### src/rtl/bp_pkg.sv
// Shared gshare predictor definitions: history width, PHT geometry, the
// queued update record, the update-controller FSM states and the index hash.
package bp_pkg;

  localparam int BHR_SIZE  = 6;
  localparam int PHT_SIZE  = 1 << BHR_SIZE;
  localparam int PHT_WIDTH = 2;

  typedef struct packed {
    logic [BHR_SIZE-1:0] idx;
    logic                taken;
  } pht_upd_t;

  typedef enum logic [1:0] {
    IDLE    = 2'd0,
    DRAIN   = 2'd1,
    RECOVER = 2'd2
  } upd_state_e;

  // Word-aligned PC bits folded with the history snapshot taken at prediction.
  function automatic logic [BHR_SIZE-1:0] pht_index(input logic [31:0]         pc,
                                                    input logic [BHR_SIZE-1:0] ghr);
    return pc[BHR_SIZE+1:2] ^ ghr;
  endfunction

endpackage

### src/rtl/bp_upd_fifo.sv
// In-order circular buffer for PHT updates: up to WIDTH writes per cycle into
// consecutive slots at the tail, one read per cycle from the head.
module bp_upd_fifo
  import bp_pkg::*;
#(
  parameter  int WIDTH   = 2,
  parameter  int Q_DEPTH = 8,
  localparam int PTR_W   = $clog2(Q_DEPTH),
  localparam int CNT_W   = PTR_W + 1,
  localparam int ENQ_W   = $clog2(WIDTH + 1)
) (
  input  logic                 clock,
  input  logic                 reset,
  input  logic [ENQ_W-1:0]     i_n_enq,
  input  pht_upd_t [WIDTH-1:0] i_wr_data,
  input  logic                 i_deq,
  output pht_upd_t             o_head,
  output logic [CNT_W-1:0]     o_count
);

  pht_upd_t         r_mem [Q_DEPTH];
  logic [PTR_W-1:0] r_head;
  logic [PTR_W-1:0] r_tail;
  logic [CNT_W-1:0] r_count;

  // Slots 0..i_n_enq-1 of i_wr_data are already compacted by the caller.
  always_ff @(posedge clock) begin
    for (int j = 0; j < WIDTH; j++) begin
      if (ENQ_W'(j) < i_n_enq) r_mem[r_tail + PTR_W'(j)] <= i_wr_data[j];
    end
  end

  always_ff @(posedge clock) begin
    if (reset) begin
      r_head  <= '0;
      r_tail  <= '0;
      r_count <= '0;
    end else begin
      r_tail  <= r_tail + PTR_W'(i_n_enq);
      r_head  <= r_head + PTR_W'(i_deq);
      r_count <= r_count + CNT_W'(i_n_enq) - CNT_W'(i_deq);
    end
  end

  always_ff @(posedge clock) begin
    if (!reset) assert (r_count <= CNT_W'(Q_DEPTH));
  end

  assign o_head  = r_mem[r_head];
  assign o_count = r_count;

endmodule

### src/rtl/gshare_update_ctrl.sv
// Collects resolved branches from Execute, queues one PHT training update per
// branch, drains them one per cycle and produces mispredict history recovery.
module gshare_update_ctrl
  import bp_pkg::*;
#(
  parameter  int WIDTH   = 2,
  parameter  int Q_DEPTH = 8,
  localparam int PTR_W   = $clog2(Q_DEPTH),
  localparam int CNT_W   = PTR_W + 1,
  localparam int ENQ_W   = $clog2(WIDTH + 1),
  localparam int SLOT_W  = (WIDTH > 1) ? $clog2(WIDTH) : 1
) (
  input  logic                             clock,
  input  logic                             reset,
  input  logic [WIDTH-1:0]                 ex_valid,
  input  logic [WIDTH-1:0][31:0]           ex_pc,
  input  logic [WIDTH-1:0][BHR_SIZE-1:0]   ex_ghr,
  input  logic [WIDTH-1:0]                 ex_taken,
  input  logic [WIDTH-1:0]                 ex_mispredict,
  output logic                             ex_ready,
  output logic                             upd_valid,
  output logic [BHR_SIZE-1:0]              upd_idx,
  output logic                             upd_taken,
  input  logic                             upd_ready,
  output logic                             recover_valid,
  output logic [BHR_SIZE-1:0]              recover_ghr,
  output logic                             busy
);

  logic [CNT_W-1:0]     w_count;
  logic [CNT_W-1:0]     w_count_next;
  pht_upd_t             w_head;
  pht_upd_t [WIDTH-1:0] w_slot;
  logic [ENQ_W-1:0]     w_n_enq;
  logic                 w_mp_hit;
  logic [BHR_SIZE-1:0]  w_mp_ghr;
  logic                 w_deq;
  logic                 w_unused_pc;
  upd_state_e           r_state;
  upd_state_e           w_state_next;
  pht_upd_t             r_hold;
  logic [BHR_SIZE-1:0]  r_rec_ghr;

  assign ex_ready    = (w_count <= CNT_W'(Q_DEPTH - WIDTH));
  assign upd_valid   = (w_count != '0);
  assign w_deq       = upd_valid & upd_ready;
  assign w_unused_pc = ^ex_pc;

  // Compact valid lanes in program order; the oldest mispredict ends the group.
  always_comb begin
    w_slot   = '0;
    w_n_enq  = '0;
    w_mp_hit = 1'b0;
    w_mp_ghr = '0;
    for (int k = 0; k < WIDTH; k++) begin
      if (ex_ready && ex_valid[k] && !w_mp_hit) begin
        w_slot[w_n_enq[SLOT_W-1:0]] = '{idx: pht_index(ex_pc[k], ex_ghr[k]), taken: ex_taken[k]};
        w_n_enq = w_n_enq + 1'b1;
        if (ex_mispredict[k]) begin
          w_mp_hit = 1'b1;
          w_mp_ghr = {ex_ghr[k][BHR_SIZE-2:0], ex_taken[k]};
        end
      end
    end
  end

  assign w_count_next = w_count + CNT_W'(w_n_enq) - CNT_W'(w_deq);

  bp_upd_fifo #(
    .WIDTH   (WIDTH),
    .Q_DEPTH (Q_DEPTH)
  ) u_fifo (
    .clock     (clock),
    .reset     (reset),
    .i_n_enq   (w_n_enq),
    .i_wr_data (w_slot),
    .i_deq     (w_deq),
    .o_head    (w_head),
    .o_count   (w_count)
  );

  always_comb begin
    w_state_next = r_state;
    if (w_mp_hit) begin
      w_state_next = RECOVER;
    end else begin
      case (r_state)
        IDLE:    if (w_n_enq != '0) w_state_next = DRAIN;
        DRAIN:   if (w_count_next == '0) w_state_next = IDLE;
        RECOVER: w_state_next = (w_count_next != '0) ? DRAIN : IDLE;
        default: w_state_next = IDLE;
      endcase
    end
  end

  // Reset history is all ones so fetch and predictor agree out of reset.
  always_ff @(posedge clock) begin
    if (reset) begin
      r_state   <= IDLE;
      r_hold    <= '0;
      r_rec_ghr <= '1;
    end else begin
      r_state <= w_state_next;
      if (upd_valid) r_hold <= w_head;
      if (w_mp_hit) r_rec_ghr <= w_mp_ghr;
    end
  end

  assign upd_idx       = upd_valid ? w_head.idx : r_hold.idx;
  assign upd_taken     = upd_valid ? w_head.taken : r_hold.taken;
  assign recover_valid = (r_state == RECOVER);
  assign recover_ghr   = r_rec_ghr;
  assign busy          = (r_state != IDLE);

endmodule

### config.mk
export PLATFORM = sky130hd
export DESIGN_NAME = gshare_update_ctrl
export DESIGN_NICKNAME = d
export VERILOG_FILES = /design/src/rtl/bp_pkg.sv /design/src/rtl/bp_upd_fifo.sv /design/src/rtl/gshare_update_ctrl.sv
export SDC_FILE = /design/constraint.sdc
export NUM_CORES = 1
export LEC_CHECK = 0
export CORE_ASPECT_RATIO = 0.9
export CORE_MARGIN = 4
export CORE_UTILIZATION = 50
export CTS_CLUSTER_DIAMETER = 100
export DETAILED_ROUTE_END_ITERATION = 10
export PLACE_DENSITY = 0.85
export SYNTH_ARGS = -nofsm -noshare
export SYNTH_HDL_FRONTEND = slang
export SYNTH_SLANG_ARGS = --single-unit
### constraint.sdc
create_clock -name clock -period 8.4 [get_ports clock]
set_clock_uncertainty 0.2 [all_clocks]
set_input_delay 1.68 -clock clock [delete_from_list [all_inputs] [get_ports clock]]
set_output_delay 1.68 -clock clock [all_outputs]
set_load 0.02 [all_outputs]
Word-level counts from Yosys, hierarchy flattened

Memories as Yosys holds them, arrays and structs flattened. A register that Yosys moved wholly into a read port is not among the register bits.
Cells that the tools add are included.

Flip-flop bits (word level): 25
Bits in writable memories: 56
Word-level logic and storage cells: 70
Memories kept: 1

Memory list:

| memory       | words | width | rd ports | clocked after Yosys merged registers in | write ports | line              | source |
|---|---|---|---|---|---|---|---|
| u_fifo.r_mem | 8     | 7     | 1        | 1                                       | 2           | bp_upd_fifo.sv:21 | `pht_upd_t r_mem [Q_DEPTH];` |

Add/subtract/negate cells: 6
Magnitude comparators: 5
Equality and inequality tests: 6
Muxes and demuxes: 27
Bitwise operators: 3
Reduce and logical (&&, ||, !) cells: 14

Operators with widths:

| cell                                                           | number |
|---|---|
| two-way mux 6 bit                                              | 5 |
| bitwise mux 14 bit                                             | 1 |
| two-way mux 14 bit                                             | 1 |
| two-way mux 7 bit                                              | 2 |
| bitwise XOR 6 bit                                              | 2 |
| two-way mux 1 bit                                              | 11 |
| two-way mux 2 bit                                              | 4 |
| nonzero test 4 bit                                             | 2 |
| demux 7 bit (select 1 bit)                                     | 1 |
| inequality test 3 bit, second input constant                   | 2 |
| case mux 2 bit (3 select lines)                                | 1 |
| adder 4 x 2 -> 4 bit                                           | 1 |
| less-or-equal comparator 4 x 3 -> 1 bit, second input constant | 1 |
| logical AND 1 bit                                              | 4 |
| zero test 4 bit                                                | 1 |
| < comparator 1 x 2 -> 1 bit, first input constant              | 2 |
| inequality test 2 bit, second input constant                   | 2 |
| AND reduction 2 bit                                            | 2 |
| nonzero test 2 bit                                             | 2 |
| subtractor 4 x 1 -> 4 bit                                      | 1 |
| adder 3 x 1 -> 3 bit                                           | 1 |
| adder 3 x 1 -> 3 bit, second input constant                    | 1 |
| adder 3 x 2 -> 3 bit                                           | 1 |
| two-way mux 3 bit                                              | 1 |
| other kinds (9)                                                | 9 |

Longest topological paths before layout

Depth in word-level cells: 12
Depth in mapped cells: 18

Cells and area by module

From an unflattened synthesis, not the netlist that was laid out.

Cells, all modules: 348
Area, all modules: 4585.6 µm²

By module, submodules not included:

| module             | instances | cells each | area each (µm²) |
|---|---|---|---|
| bp_upd_fifo        | 1         | 216        | 3442.1 |
| gshare_update_ctrl | 1         | 132        | 1143.6 |

Worst setup path before layout

No wires, ideal clock.

Path type: input port to flip-flop
Start: input port ex_valid[0]
End: register r_state[0]
Library setup time: 0.134 ns
Arrival: 4.056 ns
Data required time: 8.066 ns
Setup slack: 4.010 ns
Stages on the path: 15
Cell sequence: and3_1 -> clkbuf_1 -> buf_2 -> inv_1 -> ha_1 -> inv_1 -> ha_1 -> inv_1 -> ha_1 -> inv_1 -> fa_1 -> nor2b_1 -> nand3_1 -> o31ai_1 -> a211oi_1

Word-level cells in the longest chain between the ends: 10
Elaborated cells between the ends (all ways): 20

RTL lines:

| element                                                                      | line                      | source |
|---|---|---|
| start: declaration                                                           | gshare_update_ctrl.sv:15  | `input logic [WIDTH-1:0] ex_valid,` |
| logical AND 1 bit (*)                                                        | gshare_update_ctrl.sv:56  | `if (ex_ready && ex_valid[k] && !w_mp_hit) begin` |
| parallel branches: the longest is 9 deep, another holds adder 4 x 2 -> 4 bit | n/a                       |  |
| end signal: assignment                                                       | gshare_update_ctrl.sv:103 | `r_state <= w_state_next;` |
| end: declaration                                                             | gshare_update_ctrl.sv:39  | `upd_state_e r_state;` |

Every way passes the cells marked *.
A chain may end at the register's enable or synchronous reset.

Worst setup path in the final report

Ends and elaborated chain as after synthesis.

==> reports/metrics.csv <==
metric,value,unit
synth-seq-area-share,48.73,%
postCtsSetupBuffers,0,
numCtsBuffers,9,
synth.distinct_cells,42,
async_reset_ff_share,0,%
final_max_slew_viol_count,0,
power,1.633,mW
areaGrowthSynthToFinish,17.43,%
crit_path_start_kind,input port,
stdcell_count,555,
dr_total_vias,3239,
hold_start,recover_ghr[2],
clkLatencyLatePin,0.36,ns
drt_iter0_markers,247,
r2r_end,r_state[0],
rsz0062_at_grt,false,
hold_viol,0,
synth.avg_cell_area,11.48,um2
dieArea,10540,um2
overflow,0,
reg2reg_from,u_fifo.o_count[3],
grt_use_total,19.31,%
fillers,697,
clk_pin_slew,0.09,ns
dpl.hpwl,7190,um
hold_end,recover_ghr[2],
cts_root_buffer,clkbuf_8,
ys.flop_type,edfxtp_1,
status,finished clean,
synth_edf_count,56,
ys_warn_count,0,
ant_nets,0,
crit_top_cell,inv_1,
die_height,97.78,um
max-cap-violations,0,
layout-drive-gt1-share,6.881,%
holdPathStages,2,
path_buf_inv,5,
r2r_slack,4.53,ns
final_nets,531,
layout_commonest_cell,a21oi_1,
max_stage_delay,0.60,ns
grt_first_pass_wirelength,15640,um
cts.sinks,81,
syn_area,4478,um2
initial_core_util,51.78,%
multiInputGateArea,2085,um2
dp_cells,539,
die_w,107.8,um
cp-end-kind,flop,
hold_class,reg2reg,
rows,32,
gp_congestion,0.9126,
relSlewSlack,16.88,%
arrival,5.04,ns
hold_buffers,0,
routed_via_density,5.836,
ctsResizeCount,0,
min_period,5.024,ns
h-tree-depth,3,
antenna_found_initial,0,
layout_common_cells,"60 x a21oi_1, 56 x edfxtp_1, 49 x clkdlybuf4s50_1, 28 x mux2i_1, 25 x dfxtp_1",
clock.fmax,199.0,MHz
slowest_stage,and3_1,
critical_path_class,in2reg,
setup_tns,0,ns
setup_viol,0,
cts_tree,yes,
worstPathRequired,8.41,ns
clock_path_buffers,2,
leakagePower,1.965,nW
finalCritPeriodShare,59.81,%
regArea,2182,um2
core_area,8648,um2
portBuffers,49,
crit_fanout,15,
n_antenna_cell,0,
wl_per_cell,17.75,um
drc,0,
grt_max_degree,36,
ir_worst_vdd,0.1331,mV
synth-seq-cells,81,
synth_cells,390,
wl,9854,um
rr_worst_depth,16,
tightest_slew,1.234,ns
first_pass_iters,5,
path_cells,"clkdlybuf4s50_1, and3_1, inv_1, ha_1, inv_1, ha_1, inv_1, ha_1, inv_1, fa_1, nor2b_1, nand3_1, o31ai_1, a211oi_1",
crit_family,adder cells,
grt_pass1_vias,3047,
power_per_cell_area,310.5,nW/um2
ioPinCount,102,
syn_nets,490,
## kinds of logic after synthesis
logic type	Yosys count	share of synthesized area, %
compound gates	101	13.58
xor+xnor	17	3.325
fa+ha+maj	15	4.527
buf+inv	46	4.721
flops	81	48.73
mux	42	14.47
simple gates	88	10.65
## layer usage
| metal | global-route usage (%) | wire length, um | part of all wire [%] | vias to the layer above |
|---|---|---|---|---|
| met5 | 0 | 0 | 0 | - |
| li1 | - | - | - | 1550 |
| met4 | 5.728 | 162 | 1.6 | 0 |
| met1 | 27.32 | 4340 | 44 | 1537 |
| met3 | 4.230 | 726 | 7.4 | 15 |
| met2 | 29.97 | 4625 | 47 | 137 |
## cell type report
cell class | instances | area share (%)
Inverter | 24 | 1.713
Multi-Input combinational cell | 263 | 39.64
Sequential cell | 81 | 41.49
Clock buffer | 9 | 2.355
Timing Repair Buffer | 52 | 9.755
Tap cell | 119 | 2.831
Clock inverter | 7 | 2.213
## power by group
part / internal [mW] / leakage (nW) / switching (mW)
clock: 0.197 / 0.121 / 0.144
combinational: 0.308 / 1.12 / 0.382
sequential: 0.543 / 0.726 / 0.0584
## registers in the layout, summed over array words and instances, names as in the netlist
signal,flops
recover_ghr,6
u_fifo.r_mem,56
r_state,2
u_fifo.r_tail,3
u_fifo.o_count,4
u_fifo.r_head,3
r_hold,7
## cell usage after synthesis (6+ instances only)
cell       n  area [um2]
dfxtp_1   25       500.5
a21oi_1   60       300.3
nand2_1   12       45.04
xor2_1    15       131.4
mux2i_1   28       280.3
mux4_1    14       367.9
nor2b_1   15       93.84
edfxtp_1  56        1682
a211oi_1   8       60.06
inv_1     22       82.58
ha_1      13       162.7
o211ai_1   6       45.04
a31oi_1    6       37.54
clkbuf_1  12       45.04
nor3_1     8       40.04
nand3_1   11       55.05
nor2_1    21       78.83
## metrics by stage
step	hold WS, ns	cell area (um2)	utilization (%)	worst slack [ns]
CTS	0.3040	5259	60.81	3.360
detailed placement	0.2859	5019	58.03	2.961
global placement	0.2779	5019	58.03	3.073
global route	0.3230	5259	60.81	3.099
floorplan	0.3033	4478	-	4.010
finish	0.3035	5259	60.81	3.376
## how the worst max path moves through the flow
stage	start	end	slack [ns]	cells after the start
after floorplan	ex_valid[0]	r_state[0]	4.01	15
after global placement	ex_valid[0]	r_state[0]	3.07	14
after detailed placement	ex_valid[0]	r_state[0]	2.96	14
after CTS	ex_valid[0]	r_state[0]	3.36	14
after global routing	ex_valid[0]	r_state[0]	3.10	14
final	ex_valid[0]	r_state[0]	3.38	14
## worst min-delay path, cell delays in order, from the launching register on
cell and delay (ns):
dfxtp_1 0.32, nand3_1 0.06, o211ai_1 0.07
No activity file was read; power rests on OpenSTA's default activity.
